**config.mk**
```make
export PLATFORM = sky130hd
export DESIGN_NAME = leg_solver_flat
export DESIGN_NICKNAME = d
export VERILOG_FILES = /design/src/rtl/leg_solver_pkg.sv /design/src/rtl/leg_solver_if.sv /design/src/rtl/leg_solver_isqrt_iter.sv /design/src/rtl/leg_solver.sv /design/src/flat_wrapper.sv
export SDC_FILE = /design/constraint.sdc
export NUM_CORES = 1
export LEC_CHECK = 0
export ABC_AREA = 1
export CORE_ASPECT_RATIO = 1.25
export CORE_MARGIN = 1.5
export CORE_UTILIZATION = 45
export CTS_BUF_LIST = sky130_fd_sc_hd__clkbuf_4 sky130_fd_sc_hd__clkbuf_8 sky130_fd_sc_hd__clkbuf_16
export DETAILED_ROUTE_END_ITERATION = 16
export GPL_ROUTABILITY_DRIVEN = 1
export SLEW_MARGIN = 30
export SYNTH_ARGS = -nofsm -noshare
export SYNTH_HDL_FRONTEND = slang
export SYNTH_SLANG_ARGS = --single-unit
```
**constraint.sdc**
```tcl
create_clock -name clk -period 13.9 [get_ports clk]
set_clock_uncertainty 0.15 [all_clocks]
set_input_delay 2.085 -clock clk [delete_from_list [all_inputs] [get_ports clk]]
set_output_delay 2.085 -clock clk [all_outputs]
set_load 0.01 [all_outputs]
```
**src/rtl/leg_solver_pkg.sv**
```systemverilog
// Shared types and defaults for the leg solver slice.
package leg_pkg;

  localparam int W_DEF    = 16;
  localparam int ITER_DEF = W_DEF;
  localparam int CNT_W    = $clog2(ITER_DEF);

  typedef enum logic [1:0] {
    IDLE,
    SQUARE,
    ROOT,
    DONE
  } state_t;

endpackage

```
**src/rtl/leg_solver_if.sv**
```systemverilog
// Start/done handshake bundle between the leg solver and its requester.
interface leg_solver_if #(
  parameter int W  = leg_pkg::W_DEF,
  parameter int CW = leg_pkg::CNT_W
);

  logic          start;
  logic [W-1:0]  inC;
  logic [W-1:0]  inA;
  logic [W-1:0]  out;
  logic [CW-1:0] count;
  logic          busy;
  logic          done;
  logic          err;

  modport master (
    output start, inC, inA,
    input  out, count, busy, done, err
  );

  modport slave (
    input  start, inC, inA,
    output out, count, busy, done, err
  );

endinterface

```
**src/rtl/leg_solver_isqrt_iter.sv**
```systemverilog
// Restoring digit-by-digit square root of a 2W-bit value, two bits per step.
module isqrt_iter #(
  parameter int W = leg_pkg::W_DEF
) (
  input  logic           clk,
  input  logic           reset,
  input  logic           load,
  input  logic [2*W-1:0] d,
  input  logic           step,
  output logic [W-1:0]   root,
  output logic [W+1:0]   rem
);

  logic [2*W-1:0] d_shift;
  logic [W+3:0]   cur;
  logic [W+3:0]   sub;
  logic [W+1:0]   trial;
  logic           ge;

  // Remainder with the next radicand pair appended, against (root<<2 | 1).
  // The restored remainder never exceeds 2*root, so W+2 bits hold it and
  // the subtraction only needs those low bits once ge is known.
  assign cur   = {rem, d_shift[2*W-1 -: 2]};
  assign sub   = {2'b00, root, 2'b01};
  assign ge    = (cur >= sub);
  assign trial = cur[W+1:0] - sub[W+1:0];

  // Load clears the root and remainder; each step consumes the top two bits.
  always_ff @(posedge clk or negedge reset) begin
    if (!reset) begin
      d_shift <= '0;
      root    <= '0;
      rem     <= '0;
    end else if (load) begin
      d_shift <= d;
      root    <= '0;
      rem     <= '0;
    end else if (step) begin
      d_shift <= {d_shift[2*W-3:0], 2'b00};
      rem     <= ge ? trial : cur[W+1:0];
      root    <= {root[W-2:0], ge};
    end
  end

endmodule

```
**src/rtl/leg_solver.sv**
```systemverilog
// Leg solver: B = floor(sqrt(C*C - A*A)) with a start/done handshake.
// Optional build macro LEG_ROUND_EN rounds the result to nearest.
module leg_solver
  import leg_pkg::*;
#(
  parameter int W    = W_DEF,
  parameter int ITER = W
) (
  input  logic         clk,
  input  logic         reset,
  leg_solver_if.slave  bus
);

  localparam int CW = $clog2(ITER);
  localparam int DW = 2 * W;

  state_t        state;
  state_t        next_state;

  logic [W-1:0]  c_reg;
  logic [W-1:0]  a_reg;
  logic [W-1:0]  out_reg;
  logic          err_reg;
  logic [CW-1:0] cnt;

  logic [DW-1:0] c_sq;
  logic [DW-1:0] a_sq;
  logic          c_lt_a;
  logic [DW-1:0] d_val;

  logic          core_load;
  logic          core_step;
  logic [W-1:0]  root;
  logic [W+1:0]  rem;
  logic [W-1:0]  final_val;

  // Difference of squares at full 2W width; an impossible triangle feeds 0.
  assign c_sq   = DW'(c_reg) * DW'(c_reg);
  assign a_sq   = DW'(a_reg) * DW'(a_reg);
  assign c_lt_a = (c_reg < a_reg);
  assign d_val  = c_lt_a ? '0 : (c_sq - a_sq);

  isqrt_iter #(.W(W)) u_core (
    .clk   (clk),
    .reset (reset),
    .load  (core_load),
    .d     (d_val),
    .step  (core_step),
    .root  (root),
    .rem   (rem)
  );

`ifdef LEG_ROUND_EN
  // Round up when the remainder exceeds the root, saturating at all ones.
  always_comb begin
    final_val = root;
    if (err_reg) begin
      final_val = '0;
    end else if ((rem > {2'b00, root}) && (root != '1)) begin
      final_val = root + 1'b1;
    end
  end
`else
  logic unused_rem;
  assign unused_rem = ^rem;
  assign final_val  = err_reg ? '0 : root;
`endif

  // State register.
  always_ff @(posedge clk or negedge reset) begin
    if (!reset) begin
      state <= IDLE;
    end else begin
      state <= next_state;
    end
  end

  // Next-state logic: one operation in flight, start only seen in IDLE.
  always_comb begin
    next_state = state;
    case (state)
      IDLE:    if (bus.start) next_state = SQUARE;
      SQUARE:  next_state = ROOT;
      ROOT:    if (cnt == '0) next_state = DONE;
      DONE:    next_state = IDLE;
      default: next_state = IDLE;
    endcase
  end

  // Outputs decoded from state; the result register holds between launches.
  always_comb begin
    core_load = (state == SQUARE);
    core_step = (state == ROOT);
    bus.busy  = (state != IDLE);
    bus.done  = (state == DONE);
    bus.err   = (state == DONE) && err_reg;
    bus.count = (state == ROOT) ? cnt : '0;
    bus.out   = (state == DONE) ? final_val : out_reg;
  end

  // Operand capture, error flag, iteration counter and result hold.
  always_ff @(posedge clk or negedge reset) begin
    if (!reset) begin
      c_reg   <= '0;
      a_reg   <= '0;
      err_reg <= 1'b0;
      cnt     <= '0;
      out_reg <= '0;
    end else begin
      case (state)
        IDLE: begin
          if (bus.start) begin
            c_reg <= bus.inC;
            a_reg <= bus.inA;
          end
        end
        SQUARE: begin
          err_reg <= c_lt_a;
          cnt     <= CW'(ITER - 1);
        end
        ROOT: begin
          if (cnt != '0) cnt <= cnt - 1'b1;
        end
        DONE: begin
          out_reg <= final_val;
        end
        default: ;
      endcase
    end
  end

endmodule
```
**src/flat_wrapper.sv**
```systemverilog
// flat-port wrapper written by rule: the top's interface ports become plain ports
module leg_solver_flat import leg_pkg::*;
#(
  parameter int W    = W_DEF,
  parameter int ITER = W
)
  (clk, reset, bus_start, bus_inC, bus_inA, bus_out, bus_count, bus_busy, bus_done, bus_err);
  leg_solver_if #(.W(W)) bus_i ();
  input  logic clk;
  input  logic reset;
  input wire logic [$bits(bus_i.start)-1:0] bus_start;
  input wire logic [$bits(bus_i.inC)-1:0] bus_inC;
  input wire logic [$bits(bus_i.inA)-1:0] bus_inA;
  output wire logic [$bits(bus_i.out)-1:0] bus_out;
  output wire logic [$bits(bus_i.count)-1:0] bus_count;
  output wire logic [$bits(bus_i.busy)-1:0] bus_busy;
  output wire logic [$bits(bus_i.done)-1:0] bus_done;
  output wire logic [$bits(bus_i.err)-1:0] bus_err;
  assign bus_i.start = bus_start;
  assign bus_i.inC = bus_inC;
  assign bus_i.inA = bus_inA;
  assign bus_out = bus_i.out;
  assign bus_count = bus_i.count;
  assign bus_busy = bus_i.busy;
  assign bus_done = bus_i.done;
  assign bus_err = bus_i.err;
  leg_solver #(.W(W), .ITER(ITER)) u_core (.clk(clk), .reset(reset), .bus(bus_i));
endmodule
```
# --- Word-level counts from Yosys, hierarchy flattened ---
# Cells that the tools add are included.
totals:
  ff_bits: 121
  input_bits: 35
  word_cells: 47
classes:
  eq_ne: 6
  addsub: 3
  mux: 16
  n_reduce_logical: 9
  magnitude_cmp: 2
  n_mul: 2
ops:
  columns: ["operator", "count"]
  rows:
  - ["$mux 32", 3]
  - ["$mul 16x16->32", 2]
  - ["$mux 16", 4]
  - ["$mux 18", 3]
  - ["$sub 32x32->32", 1]
  - ["$ge 20x18->1", 1]
  - ["$sub 18x18->18", 1]
  - ["$lt 16x16->1", 1]
  - ["$mux 4", 2]
  - ["$pmux 2 s4", 1]
  - ["$pmux 4 s2", 1]
  - ["$ne 2x2->1 const B", 3]
  - ["$reduce_and 2->1", 3]
  - ["$eq 2x2->1 const B", 2]
  - ["$logic_not 4->1", 1]
  - ["$mux 2", 2]
  - ["$reduce_bool 2->1", 2]
  - ["$reduce_bool 4->1", 1]
  - ["$sub 4x1->4 const B", 1]
  - ["$eq 2x1->1 const B", 1]
  - ["$logic_not 2->1", 1]
  - ["$logic_and 1x1->1", 1]

# --- Logic depth before layout (Yosys ltp) ---
logic_depth:
  depth_word: 4
  mapped_depth: 31

# --- Modules after synthesis ---
# Synthesis repeated with hierarchy kept, for this count alone.
unflattened:
  hier_cells: 2908
  hier_area_um2: 23057.1
by_module_without_submodules:
  columns: ["module", "cells_each", "instances", "seq_area_each_um2", "area_each_um2"]
  rows:
  - ["leg_solver", 2360, 1, 1376.3, 19000.7]
  - ["isqrt_iter", 548, 1, 1651.6, 4056.4]

# --- Least setup slack after synthesis ---
# No wires, ideal clock.
synth_path:
  kind: "flip-flop to flip-flop"
  startpoint: "reg u_core.c_reg[4]"
  endpoint: "reg u_core.u_core.d_shift[30]"
  setup_slack_ns: 7.391
  path_stages_with_launch: 27
  arrival_ns: 6.242
  period_less_slack_ns: 6.509
  setup_ns: 0.117
  n_path_buf: 2
  path_cell_list: "dfrtp_1 -> clkbuf_1 -> clkbuf_1 -> nand2_1 -> fa_1 -> inv_1 -> fa_1 -> inv_1 -> fa_1 -> fa_1 -> fa_1 -> inv_1 -> fa_1 -> fa_1 -> fa_1 -> ha_1 -> nand2_1 -> nor2_1 -> nand3_1 -> nand2_1 -> nand2_1 -> nand2_1 -> nand2_1 -> nand2_1 -> nand2_1 -> nand3_1 -> nand2_1"
synth_between:
  elab_chain_len: 4
  elab_cells_between_ends: 5
  classes_between: "add/sub: 1; mul: 1; order compare: 1; mux: 2"
synth_rtl:
  columns: ["element", "line", "source"]
  rows:
  - ["from (decl)", "leg_solver.sv:20", "logic [W-1:0] c_reg;"]
  - ["from (signal assigned)", "leg_solver.sv:113", "c_reg <= bus.inC;"]
  - ["$mul 16x16->32", "leg_solver.sv:38", "assign c_sq = DW'(c_reg) * DW'(c_reg);"]
  - ["$sub 32x32->32", "leg_solver.sv:41", "assign d_val = c_lt_a ? '0 : (c_sq - a_sq);"]
  - ["$mux 32 (*)", "leg_solver.sv:41", null]
  - ["$mux 32 (*)", "leg_solver_isqrt_iter.sv:34", "end else if (load) begin"]
  - ["to (signal assigned)", "leg_solver_isqrt_iter.sv:39", "d_shift <= {d_shift[2*W-3:0], 2'b00};"]
  - ["to (decl)", "leg_solver_isqrt_iter.sv:14", "logic [2*W-1:0] d_shift;"]
# Every way passes the cells marked *; elsewhere a longest branch is shown, timed or not.
# A chain may end at the register's enable or synchronous reset.

# --- Worst setup path in the final report ---
layout_path:
  startpoint: "reg u_core.c_reg[6]"
  endpoint: "reg u_core.u_core.d_shift[21]"
# Same word-level chain as after synthesis.

==> flow_summary.yaml <==
timing:
  finalSetupTns_ps: 0
  setup_violations: 0
  finalCritPeriodShare: 0.531
  finalMaxSlewViolations: 0
  max_slew_margin: 0.352
  setup_ws_ps: 6530
  hold_viol: 0
  tightestPinTransition_ps: 972
  post-route-min-period_ps: 7370
  fmax_mhz: 136
  rsz0062_at_grt: "no"
yosys:
  yosysTopAreaCell: "fa_1"
  ys_types: 38
  syn-num-nets: 3482
  synthCells: 2813
  yosys-top-cells-area: "fa_1 35%, inv_1 15%, dfrtp_1 13%, ha_1 13%, nand2_1 10%"
  yosysSeqAreaShare: 0.134
  avgSynthCellArea_um2: 8.03
  yosysWarnings: 0
  ys_ff_latch: 121
  syn_area_um2: 22600
  synth_top_area_frac: 0.348
run:
  drv_cap: 0
floorplanning:
  dieArea_um2: 51600
  fp.coreArea_um2: 49400
  die_x_um: 203
  floorplan.initialDensity: 0.457
  num_rows: 91
  io-pin-count: 58
  die_h_um: 254
setup_path:
  critPathCapture: "u_core.u_core.d_shift[21]"
  rr_worst_depth: 25
  crit_path_end_kind: "flip-flop"
  r2r_slack_ps: 6530
  crit_type: "reg2reg"
  worstReg2RegStart: "u_core.c_reg[6]"
  r2r-end: "u_core.u_core.d_shift[21]"
  worstPathMaxFanout: 18
  critPathArrivalTime_ps: 7650
  startpoint: "u_core.c_reg[6]"
  startpoint_type: "flip-flop"
  required_ps: 14170
grt:
  overflow: 0
  first_global_vias: 18928
  grt_antenna_before_repair: 0
  track_usage: 0.241
  grt_pass1_wl_um: 96200
  grt_max_degree: 74
route:
  wire_per_inst_um: 16.4
  dr.pass1.iters: 5
  ant_nets: 0
  num_vias: 16992
  routed_wl_um: 57100
  first_iter_violations: 854
  routed_via_density: 4.89
  post-route-drc-count: 0
clocking:
  htree_levels: 4
  cts-buffers-inserted: 17
  clock_latency_ps: 490
  numClockSinks: 121
  clk_pin_slew_worst_paths_ps: 70
  holdBufCountCts: 0
  cts_tree: "done"
  cts_max_path_buffers: 2
  cts_resized: 0
  cts_root_buf: "clkbuf_16"
  postCtsSetupBuffers: 0
placement:
  gp_congestion: 0.891
  hpwl_um: 47500
  port_buffers: 57
  dpl_worst_slack_ps: 6580
outcome:
  status: "finished clean"
worst_hold_path:
  min_path_type: "reg2reg"
finish:
  fin_util: 0.491
  area_growth_pct: 7.48
  n_antenna_cell: 0
  mostFrequentLayoutCell: "inv_1"
  nets: 3478
  mostFrequentLayoutCells: "878 x inv_1, 609 x nand2_1, 393 x fa_1"
  largest_register_ffs: 32
  drive_above_1_share: 0.0241
  top_register: "u_core.u_core.d_shift"
  reg.largest.list: "u_core.u_core.d_shift: 32 flops, u_core.u_core.rem: 18 flops"
[how the worst min path moves through the flow]
stage | cells past startpoint | end | slack, ps | from
after global routing | 2 | u_core.u_core.d_shift[1] | 360 | u_core.u_core.d_shift[1]
after floorplan | 2 | u_core.u_core.d_shift[1] | 300 | u_core.u_core.d_shift[1]
after CTS | 2 | u_core.u_core.d_shift[1] | 340 | u_core.u_core.d_shift[1]
after global placement | 2 | u_core.u_core.d_shift[1] | 320 | u_core.u_core.d_shift[1]
final | 2 | u_core.u_core.rem[16] | 340 | u_core.u_core.rem[16]
after detailed placement | 2 | u_core.u_core.rem[17] | 320 | u_core.u_core.rem[17]
[cells by family (layout without fill, tap and decap cells)]
kind of cell | count (synthesis) | in the layout | synth area share
and+or+nand+nor | 834 | 834 | 0.149
xor gates and xnor gates | 46 | 46 | 0.0178
buffers and inverters | 974 | 983 | 0.163
AOI/OAI and AO/OA | 199 | 199 | 0.0516
DFF | 121 | 121 | 0.134
adders and majority gates | 634 | 634 | 0.482
muxes | 5 | 5 | 0.00249
[cell type report]
cell class / instances / area (um^2)
Clock buffer: 17 / 425
Clock inverter: 15 / 158
Fill cell: 4916 / 25100
Inverter: 883 / 3310
Multi-Input combinational cell: 1718 / 15900
Sequential cell: 121 / 3030
Tap cell: 651 / 815
Timing Repair Buffer: 68 / 658
[critical path: stages, from the launching register on]
cell,delay (ps)
dfrtp_1,980
nand2_1,210
inv_1,130
fa_1,460
ha_1,310
a21o_1,210
fa_1,540
inv_1,50
fa_1,490
inv_1,60
fa_1,480
fa_1,500
fa_1,490
inv_1,60
fa_1,470
inv_1,40
ha_1,410
nand2_1,140
inv_1,100
nand2_1,130
nor2_1,240
nand4_1,200
nand3_1,160
xor2_1,150
nand2_1,70
nand2_1,70
[layer usage]
layer | GRT usage | routed length [um] | vias up
met4 | 0.0825 | 1630 | 0
met2 | 0.441 | 29800 | 317
met5 | 0 | 0 | -
met1 | 0.289 | 23800 | 8449
li1 | - | - | 8126
met3 | 0.0305 | 1780 | 100
[cells in the mapped netlist, drive strengths merged]
library cell  number
o21ai             33
nand4             16
and3               1
nor4               1
a21boi             1
o22ai             56
ha               241
nor2             116
a21o               5
inv              883
o21bai            28
a31o               1
or2                3
dfrtp            121
a31oi              1
buf               13
mux2               5
nand3b             4
clkbuf            78
fa               393
nand2            610
a21oi             72
nor3              12
xnor2             23
nand3             69
o21a               2
and2               2
xor2              23
[per-stage QoR]
stage | area [um^2] | hold WS (ps) | instances
floorplan | 22600 | 299 | 2813
global placement | 23700 | 319 | 3441
detailed placement | 23700 | 323 | 3441
CTS | 24300 | 343 | 3473
global route | 24300 | 359 | 3473
finish | 24300 | 339 | 3473
Power is not shown: default switching activity piles up to over one toggle a cycle in this logic, so the estimate is an artifact.
